$ cat src/rtl/ball_physics.sv
// Ball motion engine: serve placement, gravity integration on a fixed
// physics tick, and collision resolution against floor, players, net,
// walls and ceiling. Reports which side scored when the ball lands.
module ball_physics #(
  parameter int VBUF_W       = 320,
  parameter int VBUF_H       = 240,
  parameter int BALL_D       = 20,
  parameter int PLAYER_W     = 41,
  parameter int PLAYER_H     = 42,
  parameter int GROUND_Y     = 220,
  parameter int NET_X        = 158,
  parameter int NET_W        = 4,
  parameter int NET_TOP      = 140,
  parameter int SERVE_X_L    = 50,
  parameter int SERVE_X_R    = 250,
  parameter int SERVE_Y      = 40,
  parameter int TICK_DIV     = 1_666_667,
  parameter int GRAVITY      = 1,
  parameter int VMAX         = 8,
  parameter int HIT_VY       = 10,
  parameter int HIT_VX_MAX   = 6,
  parameter int HIT_COOLDOWN = 4
) (
  input  logic        clk,
  input  logic        reset_n,
  input  logic [1:0]  game_state,
  input  logic        serve_side,
  input  logic [11:0] npc_pos_x,
  input  logic [11:0] npc_pos_y,
  input  logic [11:0] player_pos_x,
  input  logic [11:0] player_pos_y,
  output logic [11:0] ball_pos_x,
  output logic [11:0] ball_pos_y,
  output logic        score_valid,
  output logic        score_side,
  output logic        ball_busy
);

  typedef enum logic [1:0] {SERVE, FLY, SCORED} state_t;
  typedef logic signed [13:0] s14_t;
  typedef logic signed [7:0]  s8_t;

  localparam int CNT_W = $clog2(TICK_DIV + 1);
  localparam int CD_W  = $clog2(HIT_COOLDOWN + 1);

  localparam logic [1:0] GS_SERVE = 2'd1;
  localparam logic [1:0] GS_PLAY  = 2'd2;

  localparam logic [CNT_W-1:0] TICK_LAST = CNT_W'(TICK_DIV - 1);
  localparam logic [CNT_W-1:0] CNT_ONE   = CNT_W'(1);
  localparam logic [CD_W-1:0]  CD_ONE    = CD_W'(1);
  localparam logic [CD_W-1:0]  CD_LOAD   = CD_W'(HIT_COOLDOWN);

  localparam s14_t BALL_D_S      = s14_t'(BALL_D);
  localparam s14_t HALF_BALL_S   = s14_t'(BALL_D / 2);
  localparam s14_t HALF_PLAYER_S = s14_t'(PLAYER_W / 2);
  localparam s14_t HALF_SCREEN_S = s14_t'(VBUF_W / 2);
  localparam s14_t PLAYER_W_S    = s14_t'(PLAYER_W);
  localparam s14_t PLAYER_H_S    = s14_t'(PLAYER_H);
  localparam s14_t GROUND_S      = s14_t'(GROUND_Y);
  localparam s14_t NET_X_S       = s14_t'(NET_X);
  localparam s14_t NET_W_S       = s14_t'(NET_W);
  localparam s14_t NET_TOP_S     = s14_t'(NET_TOP);
  localparam s14_t NET_H_S       = s14_t'(GROUND_Y - NET_TOP);
  localparam s14_t X_MAX_S       = s14_t'(VBUF_W - BALL_D);
  localparam s14_t Y_MAX_S       = s14_t'(VBUF_H - BALL_D);
  localparam s14_t ZERO_S        = s14_t'(0);
  localparam s14_t HIT_VX_S      = s14_t'(HIT_VX_MAX);

  localparam s8_t GRAVITY_V = s8_t'(GRAVITY);
  localparam s8_t VMAX_V    = s8_t'(VMAX);
  localparam s8_t HIT_VY_V  = s8_t'(HIT_VY);

  localparam logic [11:0] SERVE_XL_P = 12'(SERVE_X_L);
  localparam logic [11:0] SERVE_XR_P = 12'(SERVE_X_R);
  localparam logic [11:0] SERVE_Y_P  = 12'(SERVE_Y);
  localparam logic [11:0] LAND_Y_P   = 12'(GROUND_Y - BALL_D);
  localparam logic [11:0] NET_REST_P = 12'(NET_TOP - BALL_D);

  state_t           state;
  logic [11:0]      pos_x, pos_y;
  s8_t              vx, vy;
  logic [CNT_W-1:0] tick_cnt;
  logic [CD_W-1:0]  cd_npc, cd_player;

  s14_t xs, ys, vxs, vys, nx, ny, npx, npy, ppx, ppy;
  s14_t cx, cy, hit_px, diff, hit_v;
  s8_t  grav_vy;
  logic hit_npc, hit_player, hit_net, tick;
  logic [11:0] serve_x;

  logic [11:0]     nxt_x, nxt_y;
  s8_t             nxt_vx, nxt_vy;
  logic            land, land_side;
  logic [CD_W-1:0] nxt_cd_npc, nxt_cd_player;

  function automatic s14_t clamp(input s14_t v, input s14_t lo, input s14_t hi);
    if (v < lo) return lo;
    if (v > hi) return hi;
    return v;
  endfunction

  function automatic s8_t abs8(input s8_t v);
    return v[7] ? -v : v;
  endfunction

  // True when the ball box at (ax,ay) overlaps the box (bx,by,bw,bh).
  function automatic logic overlaps(input s14_t ax, input s14_t ay, input s14_t bx,
                                    input s14_t by, input s14_t bw, input s14_t bh);
    return (ax < bx + bw) && (bx < ax + BALL_D_S) &&
           (ay < by + bh) && (by < ay + BALL_D_S);
  endfunction

  assign xs  = {2'b00, pos_x};
  assign ys  = {2'b00, pos_y};
  assign vxs = {{6{vx[7]}}, vx};
  assign vys = {{6{vy[7]}}, vy};
  assign nx  = xs + vxs;
  assign ny  = ys + vys;
  assign npx = {2'b00, npc_pos_x};
  assign npy = {2'b00, npc_pos_y};
  assign ppx = {2'b00, player_pos_x};
  assign ppy = {2'b00, player_pos_y};

  assign tick    = (tick_cnt == TICK_LAST);
  assign serve_x = serve_side ? SERVE_XR_P : SERVE_XL_P;

  assign ball_pos_x = pos_x;
  assign ball_pos_y = pos_y;

  // Resolve the ball state one physics tick ahead; first matching rule wins.
  always_comb begin
    nxt_x         = pos_x;
    nxt_y         = pos_y;
    nxt_vx        = vx;
    nxt_vy        = vy;
    land          = 1'b0;
    land_side     = 1'b0;
    cx            = clamp(nx, ZERO_S, X_MAX_S);
    cy            = clamp(ny, ZERO_S, Y_MAX_S);
    hit_px        = npx;
    diff          = ZERO_S;
    hit_v         = ZERO_S;
    grav_vy       = vy + GRAVITY_V;
    nxt_cd_npc    = (cd_npc != '0) ? cd_npc - CD_ONE : '0;
    nxt_cd_player = (cd_player != '0) ? cd_player - CD_ONE : '0;
    hit_npc       = overlaps(nx, ny, npx, npy, PLAYER_W_S, PLAYER_H_S) && (cd_npc == '0);
    hit_player    = overlaps(nx, ny, ppx, ppy, PLAYER_W_S, PLAYER_H_S) && (cd_player == '0);
    hit_net       = overlaps(nx, ny, NET_X_S, NET_TOP_S, NET_W_S, NET_H_S);

    if (ny + BALL_D_S >= GROUND_S) begin
      land      = 1'b1;
      nxt_y     = LAND_Y_P;
      nxt_x     = cx[11:0];
      land_side = (cx + HALF_BALL_S < HALF_SCREEN_S);
    end else if (hit_npc || hit_player) begin
      hit_px = hit_npc ? npx : ppx;
      diff   = (nx + HALF_BALL_S) - (hit_px + HALF_PLAYER_S);
      hit_v  = clamp(diff >>> 2, -HIT_VX_S, HIT_VX_S);
      nxt_vx = hit_v[7:0];
      nxt_vy = -HIT_VY_V;
      nxt_x  = cx[11:0];
      nxt_y  = cy[11:0];
      if (hit_npc) nxt_cd_npc = CD_LOAD;
      else         nxt_cd_player = CD_LOAD;
    end else if (hit_net) begin
      if (ys + BALL_D_S <= NET_TOP_S) begin
        nxt_vy = -abs8(vy);
        nxt_y  = NET_REST_P;
        nxt_x  = nx[11:0];
      end else begin
        nxt_vx = -vx;
        nxt_y  = ny[11:0];
        nxt_vy = grav_vy;
      end
    end else begin
      if (nx < ZERO_S) begin
        nxt_x  = '0;
        nxt_vx = abs8(vx);
      end else if (nx > X_MAX_S) begin
        nxt_x  = X_MAX_S[11:0];
        nxt_vx = -abs8(vx);
      end else begin
        nxt_x = nx[11:0];
      end
      if (ny < ZERO_S) begin
        nxt_y  = '0;
        nxt_vy = abs8(vy);
      end else begin
        nxt_y  = ny[11:0];
        nxt_vy = (grav_vy > VMAX_V) ? VMAX_V : grav_vy;
      end
    end
  end

  // Serve/fly/scored sequencing with registered ball state and status outputs.
  always_ff @(posedge clk) begin
    if (!reset_n) begin
      state       <= SERVE;
      pos_x       <= SERVE_XL_P;
      pos_y       <= SERVE_Y_P;
      vx          <= '0;
      vy          <= '0;
      tick_cnt    <= '0;
      cd_npc      <= '0;
      cd_player   <= '0;
      score_valid <= 1'b0;
      score_side  <= 1'b0;
      ball_busy   <= 1'b0;
    end else begin
      score_valid <= 1'b0;
      if (game_state == GS_SERVE) begin
        state     <= SERVE;
        pos_x     <= serve_x;
        pos_y     <= SERVE_Y_P;
        vx        <= '0;
        vy        <= '0;
        tick_cnt  <= '0;
        cd_npc    <= '0;
        cd_player <= '0;
        ball_busy <= 1'b0;
      end else begin
        case (state)
          SERVE: begin
            pos_x <= serve_x;
            pos_y <= SERVE_Y_P;
            if (game_state == GS_PLAY) begin
              state     <= FLY;
              ball_busy <= 1'b1;
            end
          end
          FLY: begin
            if (game_state == GS_PLAY) begin
              if (tick) begin
                tick_cnt  <= '0;
                pos_x     <= nxt_x;
                pos_y     <= nxt_y;
                vx        <= nxt_vx;
                vy        <= nxt_vy;
                cd_npc    <= nxt_cd_npc;
                cd_player <= nxt_cd_player;
                if (land) begin
                  state       <= SCORED;
                  score_valid <= 1'b1;
                  score_side  <= land_side;
                  ball_busy   <= 1'b0;
                end
              end else begin
                tick_cnt <= tick_cnt + CNT_ONE;
              end
            end
          end
          SCORED: begin
            state <= SCORED;
          end
          default: begin
            state     <= SERVE;
            ball_busy <= 1'b0;
          end
        endcase
      end
    end
  end

endmodule
$ cat config.mk
export PLATFORM = sky130hd
export DESIGN_NAME = ball_physics
export DESIGN_NICKNAME = d
export VERILOG_FILES = /design/src/rtl/ball_physics.sv
export SDC_FILE = /design/constraint.sdc
export NUM_CORES = 1
export LEC_CHECK = 0
export CORE_ASPECT_RATIO = 1.2
export CORE_MARGIN = 2
export CORE_UTILIZATION = 34
export DETAILED_ROUTE_END_ITERATION = 16
export PLACE_DENSITY_LB_ADDON = 0.08
export SKIP_LAST_GASP = 1
export SYNTH_ARGS = -nofsm -noshare
export SYNTH_HDL_FRONTEND = slang
export SYNTH_SLANG_ARGS = --single-unit
export TNS_END_PERCENT = 30
$ cat constraint.sdc
create_clock -name clk -period 9.2 [get_ports clk]
set_input_delay 1.84 -clock clk [delete_from_list [all_inputs] [get_ports clk]]
set_output_delay 1.84 -clock clk [all_outputs]
set_load 0.05 [all_outputs]
Word-level counts from Yosys, hierarchy flattened --
Cells that the tools add are included.
Word-level totals: register bits after elaboration 72, input bits 53, output and inout port bits 27, logic and storage cells 184
Cells by class: add/subtract/negate cells 21, magnitude comparators 22, equal/unequal tests 13, multiplexer cells 79, bitwise operators 7, reductions and logical operators 31
Operator list (number):
- 12-bit two-way mux | 21
- 8-bit two-way mux | 17
- 13-bit by 14-bit < comparator with 1-bit output | 4
- 14-bit < comparator | 4
- 14-bit two-way mux | 4
- 12-bit by 6-bit adder with 13-bit output, second input constant | 4
- 12-bit one-hot mux with 2 select lines | 2
- 14-bit by 9-bit < comparator with 1-bit output, second input constant | 3
- 8-bit negator | 4
- 13-bit by 8-bit adder with 14-bit output | 2
- 14-bit by 5-bit adder with 14-bit output, second input constant | 2
- 14-bit by 6-bit adder with 14-bit output, second input constant | 2
- 14-bit by 1-bit < comparator with 1-bit output, second input constant | 2
- 9-bit by 14-bit < comparator with 1-bit output, first input constant | 2
- 12-bit by 5-bit adder with 13-bit output, second input constant | 2
- 3-bit two-way mux | 8
- 21-bit by 1-bit adder with 21-bit output, second input constant | 1
- 21-bit == test, second input constant | 1
- 21-bit two-way mux | 1
- 1-bit two-way mux | 20
- 14-bit by 9-bit >= comparator with 1-bit output, second input constant | 1
- 14-bit by 10-bit > comparator with 1-bit output, second input constant | 1
- 14-bit by 9-bit > comparator with 1-bit output, second input constant | 1
- 14-bit subtractor | 1
- 29 further kinds | 63

Depth between registers and ports, before layout --
depth in word-level cells 20, mapped depth 39, depth with buffers taken out 37

Worst setup path before layout --
OpenSTA, ideal clock, no wires.
kind input port to flip-flop, start in npc_pos_y[1], end reg vx[2], library setup time 74 ps, arrival time 8071 ps, required time 9126 ps, setup slack 1054 ps, stages on the path 32, path buffers 2, path through ha_1 -> o21ai_0 -> a21oi_1 -> nand2_1 -> xor2_1 -> ha_1 -> a21o_1 -> a2111oi_0 -> o21ai_0 -> o31a_1 -> o21ba_1 -> or4b_4 -> buf_6 -> clkbuf_1 -> nand2_1 -> nand2_1 -> ha_1 -> and2b_1 -> fa_1 -> a21o_1 -> a21oi_1 -> o21bai_1 -> a21o_1 -> a21oi_1 -> inv_1 -> a21oi_1 -> xor2_1 -> nor3_1 -> o2111a_1 -> nand4_1 -> or3_1 -> a31oi_1
Between the ends: cells in the longest elaborated chain, start to end 16, elaborated cells between the ends (all ways) 26, those cells by class 3 x add/sub; 4 x order compare; 1 x eq/ne; 12 x mux; 6 x reduce/logical
Ends and longest elaborated chain:
- start: declaration | line 29 | input logic [11:0] npc_pos_y,
- 12-bit by 6-bit adder with 13-bit output | line 111 | (ay < by + bh) && (by < ay + BALL_D_S);
- 14-bit < comparator | line 111
- 1-bit logical AND | line 110 | return (ax < bx + bw) && (bx < ax + BALL_D_S) &&
- 1-bit logical AND (*) | line 111
- 1-bit logical AND (*) | line 147 | hit_npc = overlaps(nx, ny, npx, npy, PLAYER_W_S, PLAYER_H_S) && (cd_npc == '0);
- 12-bit two-way mux | line 157 | hit_px = hit_npc ? npx : ppx;
- 12-bit by 5-bit adder with 13-bit output | line 158 | diff = (nx + HALF_BALL_S) - (hit_px + HALF_PLAYER_S);
- 14-bit subtractor | line 158
- 12-bit by 4-bit > comparator with 1-bit output | line 99 | if (v > hi) return hi;
- 1-bit two-way mux (2 in series) | line 99
- 1-bit two-way mux | line 156 | end else if (hit_npc || hit_player) begin
- 1-bit two-way mux | line 151 | if (ny + BALL_D_S >= GROUND_S) begin
- 8-bit two-way mux | line 100 | return v;
- 8-bit two-way mux | line 99
- 8-bit two-way mux | line 156
- end signal: assignment | line 238 | vx <= nxt_vx;
- end: declaration | line 82 | s8_t vx, vy;
Mark *: on every way between the ends. The rest lies on a longest branch, timed or not. The select of a mux whose other input is x is not followed. A chain may end at the register's enable or synchronous reset.

Worst setup path after layout --
start in npc_pos_x[0], end reg vx[0]
Between the ends: cells in the longest elaborated chain, start to end 17, elaborated cells between the ends (all ways) 27, those cells by class 3 x add/sub; 4 x order compare; 1 x eq/ne; 12 x mux; 7 x reduce/logical
Ends and longest elaborated chain:
- start: declaration | line 28 | input logic [11:0] npc_pos_x,
- 12-bit by 6-bit adder with 13-bit output | line 110
- 14-bit < comparator | line 110
- 1-bit logical AND (2 in series) | line 110
- 1-bit logical AND | line 111
- 1-bit logical AND | line 147
- 12-bit two-way mux | line 157
- 12-bit by 5-bit adder with 13-bit output | line 158
- 14-bit subtractor | line 158
- 12-bit by 4-bit > comparator with 1-bit output | line 99
- 1-bit two-way mux (2 in series) | line 99
- 1-bit two-way mux | line 156
- 1-bit two-way mux | line 151
- 8-bit two-way mux | line 100
- 8-bit two-way mux | line 99
- 8-bit two-way mux | line 156
Several ways; a longest one is shown, not always the timed one. The select of a mux whose other input is x is not followed.

==> metrics <==
relative slew slack 0.179; hold path startpoint cd_player[1]; GR Overflow Total 0; std cell rows 73; antenna diode instance count 0; fillcell total 3505; CTS Hold Bufs 0; CTS max path bufs 2; warnings from Yosys 0; Synth Flop Type dfxtp_1; die area approximately 35000 µm²; adder-cell share of the synthesized area 0.196; Crit path required time 9.44 ns; NumNets Final around 1800; Num CTS Buffers 9; P_leak between 5 and 6 nW; outcome complete, no violations; core area 32900 µm²; Worst R2R Path Depth 31; Period minus WS final 8.66 ns; global-route wire length before repair 59400 µm; Cell Area, Synth 11300 µm²; Fin Clk Skew roughly 0.0097 ns; routed len/inst 19.1 µm; compound-gate portion of the synthesized area 0.270; largest net degree at the start of global routing 32; I/O pin cnt 80; crit path kind in2reg; Root Buffer clkbuf_16; DR vias 11237; worst-path fanout max 5; CTS tree built; Top Family by Delay on Critical Path compound AO/OA/AOI/OAI gates; Worst Tran Pin Value between 1 and 1.5 ns; Max Freq 115 MHz; Final Power around 1.0 mW; reg2reg start ball_pos_y[0]; DR iter-0 viols 674; PD cells roughly 79 nW/µm²; fin area between 10000 and 15000 µm²; Hold Path Class reg2reg; fraction of registers with async set/reset 0; Die Width 170 µm; number of H-tree levels 3; MaxCap Viol Count 0; RSZ-0062 raised after global routing false; startpoint class of the critical path input port; Reg clk slew, reported paths roughly 0.060 ns; syn_area_per_cell ~7.7 µm²; Max Slew Vio Count 0; post-synthesis mux area share 0.0219; # port buffers between 70 and 80; cell mode on critical path ha_1; area grow syn2layout 15.3%; Cells after Synth 1471; routability cong. 0.905; VDD IR max 82.4 µV; slowest cell delay on critical path 0.59 ns; CP Capture Type register; number of distinct library cells after synthesis 109; routed vias/inst 5.68; final HPWL from detailed placement 30600 µm; CP max-delay cell or4b_4; critical path depth 31; WP buf/inv 3; starting density of the core 0.343; Detail Route Antenna Nets 0; most common cell after layout, fill and taps aside ha_1; die height ~200 µm; final setup violating endpoints 0; TNS Setup 0 ns; CP arrival 8.90 ns; Post-synth EDFFs 0; initial antenna violation count 0; placed cell area 12700 µm²; final hold violation count 0; Syn Nets 1698; simple-gate share of the synthesized area 0.233; DRC violations left 0; final worst path period share 0.941; GR Util All Layers 0.218; Yosys reg bits approximately 70; register area share after synthesis 0.128; Clock Sinks 72; Critical Path Start npc_pos_x[0]; most frequent cells in the layout ha_1 (171), nand2_1 (129), a21oi_1 (121), nor2_1 (113), o21ai_0 (89); clock latency on the worst-skew pair 0.35 ns; combinational family with the most area after synthesis compound AO/OA/AOI/OAI gates; TritonRoute pass-1 iters 5; layout cell share with drive strength beyond 1 0.0831; vias in the first global route about 11000; drt total wl approximately 38000 µm; hold path depth 2; xor/xnor share of the synthesized area 0.107
[synth_stat cells (12+ instances only)]
library cell / instances / share of area
nor3_1: 32 / 0.014
o21ai_0: 90 / 0.040
nor2b_1: 13 / 0.0072
nand2b_1: 30 / 0.017
nand4_1: 23 / 0.013
o211ai_1: 20 / 0.013
a21o_1: 34 / 0.023
or3_1: 19 / 0.011
and3_1: 31 / 0.017
o21a_1: 16 / 0.011
nand3_1: 51 / 0.023
ha_1: 171 / 0.19
clkbuf_1: 34 / 0.011
xor2_1: 62 / 0.048
a21oi_1: 123 / 0.055
nor4_1: 12 / 0.0067
inv_1: 70 / 0.023
dfxtp_1: 72 / 0.13
nand2_1: 129 / 0.043
a211oi_1: 12 / 0.0080
nor2_1: 113 / 0.038
a31oi_1: 14 / 0.0078
xnor2_1: 57 / 0.044
mux2i_1: 19 / 0.017
[power breakdown]
part / internal [mW] / switching (mW) / total (mW)
logic: 0.149 / 0.210 / 0.359
clock network: 0.188 / 0.161 / 0.350
registers: 0.314 / 0.00228 / 0.316
total: 0.651 / 0.374 / 1.03
[final cells by class]
cell class	instances	area, µm²	area share
Multi-Input combinational cell	1279	9350	0.720
Sequential cell	72	1440	0.111
Timing Repair Buffer	121	1110	0.0851
Tap cell	412	515	0.0397
Inverter	77	292	0.0224
Clock buffer	9	225	0.0173
Clock inverter	7	62.6	0.00481
[kinds of logic (layout without fill, tap and decap cells)]
logic type                 after synthesis  in the layout
and+or+nand+nor                        509            509
AOI/OAI and AO/OA                      443            443
adders and majority gates              175            175
muxes                                   24             24
xor gates and xnor gates               128            128
DFF                                     72             72
buffers and inverters                  120            214
[metal layers]
layer / global-route usage / vias up / wire [µm]
met5: 0 / - / 0
met4: 0.0995 / 0 / 1550
met3: 0.0212 / 82 / 1210
met2: 0.386 / 259 / 18300
met1: 0.264 / 5273 / 16700
li1: - / 5623 / -
[per-stage QoR]
| step | hold WS (ns) | cells | util | setup slack [ns] |
|---|---|---|---|---|
| 2_1_floorplan | 0.432 | 1471 | - | 1.05 |
| 3_3_place_gp | 0.438 | 1961 | 0.386 | 0.180 |
| 3_5_place_dp | 0.450 | 1961 | 0.386 | 0.107 |
| 4_1_cts | 0.457 | 1977 | 0.395 | 0.438 |
| 5_1_grt | 0.498 | 1977 | 0.395 | 0.00956 |
| 6_report | 0.458 | 1977 | 0.395 | 0.540 |
[final timing paths]
| kind | to | slack, ns |
|---|---|---|
| setup / recovery | vx[0] | 0.54 |
| hold / removal | cd_player[1] | 0.46 |
| setup reg to reg | vx[0] | 0.62 |
| hold reg to reg | cd_player[1] | 0.46 |
[sequential cells by signal, indices dropped and copies added (netlist names)]
register	cells
score_side	1
score_valid	1
cd_player	3
ball_pos_x	12
tick_cnt	21
ball_pos_y	12
ball_busy	1
vy	8
vx	8
cd_npc	3
state	2
[worst register-to-register path, delay by kind of cell (launching register included)]
kind,cells,cell delay (ns)
xor+xnor,1,0.33
compound gates,14,3.49
mux,1,0.32
simple gates,8,1.87
buf+inv,1,0.04
flops,1,0.39
fa+ha+maj,6,2.00
[timing repair]
item | 4_1_cts | 5_1_grt
endpoints found under the hold margin | 0 | 0
setup buffers | 0 | 0
setup endpoints to repair | 0 | 3
resized for setup | 0 | 3
Power figures use the tool's default switching activity.
